File: config.mk
export PLATFORM = sky130hd
export DESIGN_NAME = dma_burst_reader
export DESIGN_NICKNAME = d
export VERILOG_FILES = /design/src/rtl/dma_burst_reader.sv
export SDC_FILE = /design/constraint.sdc
export NUM_CORES = 1
export LEC_CHECK = 0
export ABC_AREA = 1
export CAP_MARGIN = 30
export CORE_MARGIN = 2
export CORE_UTILIZATION = 44
export DETAILED_ROUTE_END_ITERATION = 8
export GPL_TIMING_DRIVEN = 0
export PLACE_DENSITY = 0.81
export SLEW_MARGIN = 0
export SYNTH_ARGS = -nofsm -noshare
export SYNTH_HDL_FRONTEND = slang
export SYNTH_SLANG_ARGS = --single-unit
File: constraint.sdc
create_clock -name clk -period 2.1 [get_ports clk]
set_input_delay 0.315 -clock clk [delete_from_list [all_inputs] [get_ports clk]]
set_output_delay 0.315 -clock clk [all_outputs]
set_load 0.02 [all_outputs]
File: src/rtl/dma_burst_reader.sv
// Issues back-to-back fixed-length AXI4 INCR read bursts and streams every
// accepted read beat straight into the ring buffer's write port.
module dma_burst_reader #(
    parameter int DATA_WIDTH   = 32,
    parameter int ADDR_WIDTH   = 32,
    parameter int BURST_LENGTH = 128,
    parameter int CNT_WIDTH    = 16
) (
    input  logic                  clk,
    input  logic                  rst_n,
    input  logic                  start,
    input  logic [ADDR_WIDTH-1:0] base_addr,
    input  logic [CNT_WIDTH-1:0]  num_bursts,
    output logic                  busy,
    output logic                  done,
    output logic                  err,
    output logic [ADDR_WIDTH-1:0] m_araddr,
    output logic [7:0]            m_arlen,
    output logic [2:0]            m_arsize,
    output logic [1:0]            m_arburst,
    output logic                  m_arvalid,
    input  logic                  m_arready,
    input  logic [DATA_WIDTH-1:0] m_rdata,
    input  logic [1:0]            m_rresp,
    input  logic                  m_rlast,
    input  logic                  m_rvalid,
    output logic                  m_rready,
    output logic                  buf_wen,
    output logic [DATA_WIDTH-1:0] buf_din,
    input  logic                  buf_full
);
    localparam int BYTES = BURST_LENGTH * DATA_WIDTH / 8;
    localparam int BEAT_W = (BURST_LENGTH > 1) ? $clog2(BURST_LENGTH) : 1;
    localparam logic [BEAT_W-1:0] LAST_BEAT = BEAT_W'(BURST_LENGTH - 1);
    localparam logic [ADDR_WIDTH-1:0] BYTES_A = ADDR_WIDTH'(BYTES);

    typedef enum logic [1:0] {IDLE, ADDR, DATA, FIN} state_t;

    state_t                 state, state_nxt;
    logic [ADDR_WIDTH-1:0]  addr;
    logic [CNT_WIDTH-1:0]   remaining;
    logic [BEAT_W-1:0]      beat;
    logic                   err_q;
    logic                   misaligned, zero_job, beat_acc, is_last, burst_end, beat_bad;

    assign misaligned = (base_addr % BYTES_A) != '0;
    assign zero_job   = (num_bursts == '0);
    assign is_last    = (beat == LAST_BEAT);
    assign beat_acc   = m_rvalid && m_rready;
    assign burst_end  = beat_acc && is_last;
    // Burst length is enforced by our own counter; rlast only serves as a consistency check.
    assign beat_bad   = (m_rresp != 2'b00) || (m_rlast != is_last);

    assign m_arlen   = 8'(BURST_LENGTH - 1);
    assign m_arsize  = 3'($clog2(DATA_WIDTH / 8));
    assign m_arburst = 2'b01;
    assign m_araddr  = addr;
    assign err       = err_q;
    // Combinational so a rising full flag blocks the beat in the same cycle.
    assign m_rready  = (state == DATA) && !buf_full;
    assign buf_wen   = beat_acc;
    assign buf_din   = m_rdata;

    always_ff @(posedge clk or negedge rst_n) begin
        if (!rst_n) state <= IDLE;
        else        state <= state_nxt;
    end

    always_comb begin
        state_nxt = state;
        busy      = 1'b1;
        done      = 1'b0;
        m_arvalid = 1'b0;
        case (state)
            IDLE: begin
                busy = 1'b0;
                if (start) state_nxt = (zero_job || misaligned) ? FIN : ADDR;
            end
            ADDR: begin
                m_arvalid = 1'b1;
                if (m_arready) state_nxt = DATA;
            end
            DATA: begin
                if (burst_end) state_nxt = (remaining == CNT_WIDTH'(1)) ? FIN : ADDR;
            end
            FIN: begin
                done      = 1'b1;
                state_nxt = IDLE;
            end
            default: state_nxt = IDLE;
        endcase
    end

    always_ff @(posedge clk or negedge rst_n) begin
        if (!rst_n) begin
            addr      <= '0;
            remaining <= '0;
            beat      <= '0;
            err_q     <= 1'b0;
        end else begin
            case (state)
                IDLE: if (start) begin
                    addr      <= base_addr;
                    remaining <= num_bursts;
                    err_q     <= misaligned;
                end
                ADDR: if (m_arready) beat <= '0;
                DATA: if (beat_acc) begin
                    beat <= beat + BEAT_W'(1);
                    if (beat_bad) err_q <= 1'b1;
                    if (is_last) begin
                        remaining <= remaining - CNT_WIDTH'(1);
                        addr      <= addr + BYTES_A;
                    end
                end
                default: ;
            endcase
        end
    end
endmodule

==> impl_metrics.toml, run 1 <==
[global_route]
grt_pass1_wl_mm = 20.9
grt_max_degree = 40
gr-total-overflow = 0
antenna_found_initial = 0
track_usage_pct = 25.4
first_global_vias = 4629

[floorplan]
die_x_microns = 102
ios = 172
initial_core_util_pct = 45.7
die_y_microns = 102
core_area_sq_um = 9330
dieArea_sq_um = 10500
rows = 35

[final_layout]
drive_above_1_share_pct = 11.3
layout_commonest_cell = "nand2_1"
final_cell_mix = "238 x nand2_1, 123 x clkdlybuf4s50_1, 115 x nor2_1, 57 x dfrtp_1, 50 x inv_1"
antenna_cells = 0
stdcell_count = 952
nNetsFinal = 912
syn2layout_area_growth_pct = 39.5
fillerInstances = 878

[place]
hpwl_mm = 10.0
portBuffers = 126
routabilityCongestion = 0.962
placed_cells = 937

[synthesis]
avgSynthCellArea_sq_um = 6.36
synth-warning-count = 0
syn_area_sq_um = 4260
async_reset_ff_share_pct = 100
synth_edf_count = 0
synth_flop_cell = "dfrtp_1"
ys_ff_latch = 58
synthTopCellsByArea = "dfrtp_1 34%, nand2_1 21%, nor2_1 10%"
ys_seq_area_share_pct = 34.1
synth_cells = 670
yosysTopAreaCellShare_pct = 34.1
synth_area_leader_cell = "dfrtp_1"
synth_cell_type_count = 31

[clock_network]
cts_inserted_buffers = 9
clock_path_buffers = 2
cts.htree.levels = 3
clock_latency_ns = 0.35
cts.reportedPaths.clkPinSlew_ns = 0.07
cts-root-buf = "clkbuf_8"
cts_tree = "built"
cts_sinks = 58

[sta]
slew_viol_final = 0
hold_viol = 0
slew_headroom_pct = 57.6
setup_tns_ns = 0
finalCritPeriodShare_pct = 96.3
tightest_slew_ns = 0.636
fmax_ghz = 0.495
rsz0062_at_grt = "false"
setup_violations = 0
clock_skew_ns = 0.0103
min_period_ns = 2.02

[worst_setup_path]
crit_path_end_kind = "output pin"
cp.arrival_ns = 1.71
path_class = "reg -> out"
cp_max_fo = 5
cp-start-kind = "register"
crit_required_ns = 1.78

[routing]
num_vias = 4747
first_iter_violations = 282
wire_per_inst_microns = 13.6
avgViaCountPerCell = 4.99
firstDrtPassIters = 5
drt_wl_total_mm = 13.0
detail-route-antenna-nets = 0
drc = 0

[power]
clkPwrFrac_pct = 13.1
p_int_w = 0.00400
power_density_nw_per_um2 = 1320
total_power_w = 0.00782
comb_power_share_pct = 58.4
leakage_nw = 2.82
ir_drop_v = 0.000730
sw_frac_of_total_pct = 48.9
seq_power_share_pct = 28.4
p_sw_w = 0.00382

[status]
status = "completed"

[run]
maxCapViolCount = 0

[hold_path]
hp-class = "in -> async"
==> kinds of logic after synthesis <==
logic type,synth area share (%)
and+or+nand+nor,41.0
buffers and inverters,15.1
DFF,34.1
AOI/OAI and AO/OA,6.02
muxes,1.82
adders and majority gates,1.17
xor gates and xnor gates,0.617
other,0.176
==> final cells by class <==
class                      instances  area, sq um  share of cell area (%)
buffer                            61          433                    7.28
clock buffer                      12          145                    2.44
inverter                          55          209                    3.51
clock inverter                     3         40.0                   0.673
multi-input combinational        506         2220                    37.4
sequential                        58         1450                    24.4
tap                              129          161                    2.71
timing repair buffer             128         1280                    21.6
==> worst paths after layout <==
path,start,end,slack (ns),cells after the start
max,state[0],m_arvalid,0.08,3
min,rst_n,m_araddr[16],0.46,2
max reg2reg,beat[0],remaining[9],0.17,9
min reg2reg,m_araddr[6],m_araddr[6],0.49,2
max in group asynchronous,rst_n,state[0],1.04,3
min in group clk,m_araddr[6],m_araddr[6],0.49,2
==> stage by stage <==
stage                     utilization (%)  hold WS, ns  setup slack [ns]  instance area, sq um
after floorplan                         -       0.0194             0.447                  4300
after global placement               61.4        0.470             -1.18                  5730
after detailed placement             61.5        0.296           -0.0602                  5740
after CTS                            63.6        0.472            0.0544                  5930
after global routing                 63.7        0.520           0.00710                  5950
final                                63.7        0.461            0.0778                  5950
==> power by group through the flow <==
stage / Sequential (W) / Clock [W] / Combinational (W)
3_3_place_gp: 0.00219 / 0 / 0.00439
6_report: 0.00222 / 0.00103 / 0.00457
3_5_place_dp: 0.00221 / 0 / 0.00453
2_1_floorplan: 0.00243 / 0 / 0.00258
4_1_cts: 0.00220 / 0.00104 / 0.00454
5_1_grt: 0.00230 / 0.00109 / 0.00507
==> synth_stat cells, types with 6 or more instances <==
| master | number |
|---|---|
| nor2_1 | 117 |
| a21oi_1 | 10 |
| o21ai_1 | 13 |
| inv_1 | 50 |
| o21ai_0 | 25 |
| nand2_1 | 239 |
| mux2_2 | 6 |
| nand3_1 | 49 |
| nand4_1 | 8 |
| buf_2 | 8 |
| dfrtp_1 | 58 |
| buf_4 | 47 |
==> timing repair <==
item | in CTS | in global routing
setup buffers | 0 | 0
hold buffers | 1 | 0
hold endpoints to repair | 19 | 0
endpoints found under the setup margin | 2 | 39
gates resized for setup | 3 | 5
pin swaps | 0 | 0
==> state kept, by name, indices dropped and copies added (netlist names) <==
| register | cells |
|---|---|
| m_araddr | 32 |
| beat | 7 |
| err | 1 |
| remaining | 16 |
| state | 2 |
==> layer usage <==
| layer | routed length, microns | share of wire (%) | track usage (%) | up-vias |
|---|---|---|---|---|
| li1 | - | - | - | 2331 |
| met1 | 5130 | 40 | 30.7 | 2202 |
| met2 | 6710 | 52 | 45.8 | 186 |
| met3 | 833 | 6.4 | 3.42 | 28 |
| met4 | 291 | 2.2 | 9.95 | 0 |
| met5 | 0 | 0 | 0 | - |
==> critical path: stages, from the launching register on <==
cell             delay (ns)
dfrtp_1                0.46
inv_1                  0.10
nor2_1                 0.17
clkdlybuf4s50_1        0.64
Power figures use the tool's default switching activity.
==> run 2, diff against run 1 <==
Settings changed: CORE_UTILIZATION 44 to 40, PLACE_DENSITY 0.81 to 0.78, SETUP_SLACK_MARGIN set to 0.02.
Clock period 2.1 ns to 1.7 ns, I/O delays scaled along.
==> run 2 against run 1 <==
The flow now finishes with violations (negative setup slack). Critical path depth rose by 7. First-iteration DRC count fell by 27%. Global-route usage fell by 3.9 points. Clock power rose by 22%. Routed wire length fell by 1.5%. Largest cell class unchanged.
==> impl_metrics.toml, run 2 (synthesized netlist as in run 1, its figures left out) <==
[status]
status = "complete, but fails checks"
violations = "negative setup slack"

[final_layout]
drive_above_1_share_pct = 16.2
antenna_cells = 0
seq_area_sq_um = 1460
stdcell_count = 976
nNetsFinal = 929
largest_reg_flops = 32
final_cell_mix = "234 x nand2_1, 108 x nor2_1, 101 x clkdlybuf4s50_1, 57 x buf_4, 55 x dfrtp_1"
multi_input_comb_area_sq_um = 2290
fillerInstances = 959
syn2layout_area_growth_pct = 47.1
layout_commonest_cell = "nand2_1"

[floorplan]
dieArea_sq_um = 11500
die_y_microns = 107
rows = 37
die_x_microns = 107
core_area_sq_um = 10300
initial_core_util_pct = 41.3
ios = 172

[power]
seq_power_share_pct = 27.0
clkPwrFrac_pct = 12.4
comb_power_share_pct = 60.6
power_density_nw_per_um2 = 1630
p_sw_w = 0.00486
p_int_w = 0.00535
total_power_w = 0.0102
ir_drop_v = 0.000709
sw_frac_of_total_pct = 47.6
leakage_nw = 3.09

[sta]
clock_skew_ns = 0.0127
min_period_ns = 1.70
finalCritPeriodShare_pct = 100
tightest_slew_ns = 0.526
setup_violations = 1
setup_slack_ns = -0.00138
whs_ns = 0.400
slew_headroom_pct = 65.0
slew_viol_final = 0
hold_viol = 0
fmax_ghz = 0.588
rsz0062_at_grt = "true"

[worst_setup_path]
cp-start-kind = "register"
cp.arrival_ns = 1.98
path_class = "reg -> reg"
crit_required_ns = 1.97
r2r_setup_slack_ns = -0.001
crit_path_end_kind = "register"
cp_max_fo = 5

[clock_network]
clock_path_buffers = 2
cts_tree = "built"
cts-root-buf = "clkbuf_8"
cts_inserted_buffers = 9
cts_sinks = 58
cts.reportedPaths.clkPinSlew_ns = 0.07
clock_latency_ns = 0.35
cts.htree.levels = 3

[routing]
first_iter_violations = 207
wire_per_inst_microns = 13.1
detail-route-antenna-nets = 0
num_vias = 4751
drc = 0
top_layer = "met4"
drt_wl_total_mm = 12.8
route.met2.wl_mm = 6.54
avgViaCountPerCell = 4.87
firstDrtPassIters = 5
wl_met1_mm = 5.16
wl_met3_microns = 802

[global_route]
first_global_vias = 4220
gr-total-overflow = 0
track_usage_pct = 21.5
grt_max_degree = 40
grt_pass1_wl_mm = 19.7
antenna_found_initial = 0

[place]
portBuffers = 126
placed_cells = 944
hpwl_mm = 9.39
routabilityCongestion = 0.943

[run]
maxCapViolCount = 0

[hold_path]
hp-class = "in -> async"
-- run 2: cell types whose count changed in the layout (fill, tap and decap cells not counted), sizes merged --
| cell | before | now |
|---|---|---|
| dlymetal6s2s | 0 | 10 |
| nand3 | 51 | 52 |
| clkdlybuf4s15 | 0 | 1 |
| buf | 58 | 71 |
| clkbuf | 17 | 22 |
| dlygate4sd2 | 2 | 11 |
| clkdlybuf4s50 | 123 | 101 |
-- run 2: power by group through the flow --
stage | Combinational [W] | Clock, W | Sequential [W]
final | 0.00619 | 0.00126 | 0.00276
after detailed placement | 0.00552 | 0 | 0.00274
after global routing | 0.00680 | 0.00134 | 0.00284
after floorplan | 0.00319 | 0 | 0.00301
after CTS | 0.00556 | 0.00128 | 0.00272
after global placement | 0.00541 | 0 | 0.00273
-- run 2: path summary, 6_finish.rpt --
kind / end / start / depth (start not counted)
max: m_araddr[17] / beat[1] / 10
min reg2reg: m_araddr[6] / m_araddr[6] / 2
max in group asynchronous: state[1] / rst_n / 3
min: m_araddr[12] / rst_n / 2
min in group clk: m_araddr[6] / m_araddr[6] / 2
max reg2reg: m_araddr[17] / beat[1] / 10
-- run 2: repair_timing --
action / in CTS / in global routing
endpoints found under the setup margin: 54 / 55
hold endpoints to repair: 19 / 0
gates resized for setup: 32 / 56
cloned: 0 / 4
pin swaps: 2 / 5
hold buffers: 1 / 0
buffers inserted: 4 / 8
-- run 2: per-stage QoR --
| stage | util, % | cell area, sq um | setup TNS, ns | setup slack [ns] |
|---|---|---|---|---|
| after global routing | 60.7 | 6270 | -0.859 | -0.0656 |
| after CTS | 57.9 | 5980 | 0 | 0.0209 |
| after detailed placement | 55.7 | 5750 | -6.62 | -0.369 |
| after floorplan | - | 4300 | 0 | 0.0466 |
| after global placement | 55.5 | 5730 | -95.59 | -1.55 |
| final | 60.7 | 6270 | -0.00138 | -0.00138 |
-- run 2: critical path, stage by stage (launching register included) --
cell and delay [ns]:
dfrtp_1 0.38, ha_2 0.21, nand3_2 0.08, nor2_2 0.15, nand2_1 0.08, nand2_2 0.11
nand3_4 0.18, clkbuf_16 0.22, nor2_1 0.09, nand2_1 0.06, nand2_1 0.06
-- run 2: final cells by class --
type / count / share of cell area, %
flip-flops and latches: 58 / 23.2
repair buffers: 143 / 23.3
clock inverters: 3 / 0.639
clock buffers: 12 / 2.32
inverters: 55 / 3.41
well taps: 136 / 2.71
multi-input cells: 507 / 36.5
plain buffers: 62 / 7.84
-- run 2: routing by layer --
| metal | GRT usage [%] | up-vias |
|---|---|---|
| met4 | 8.44 | 0 |
| met2 | 37.3 | 147 |
| met5 | 0 | - |
| li1 | - | 2380 |
| met3 | 4.32 | 25 |
| met1 | 26.0 | 2199 |
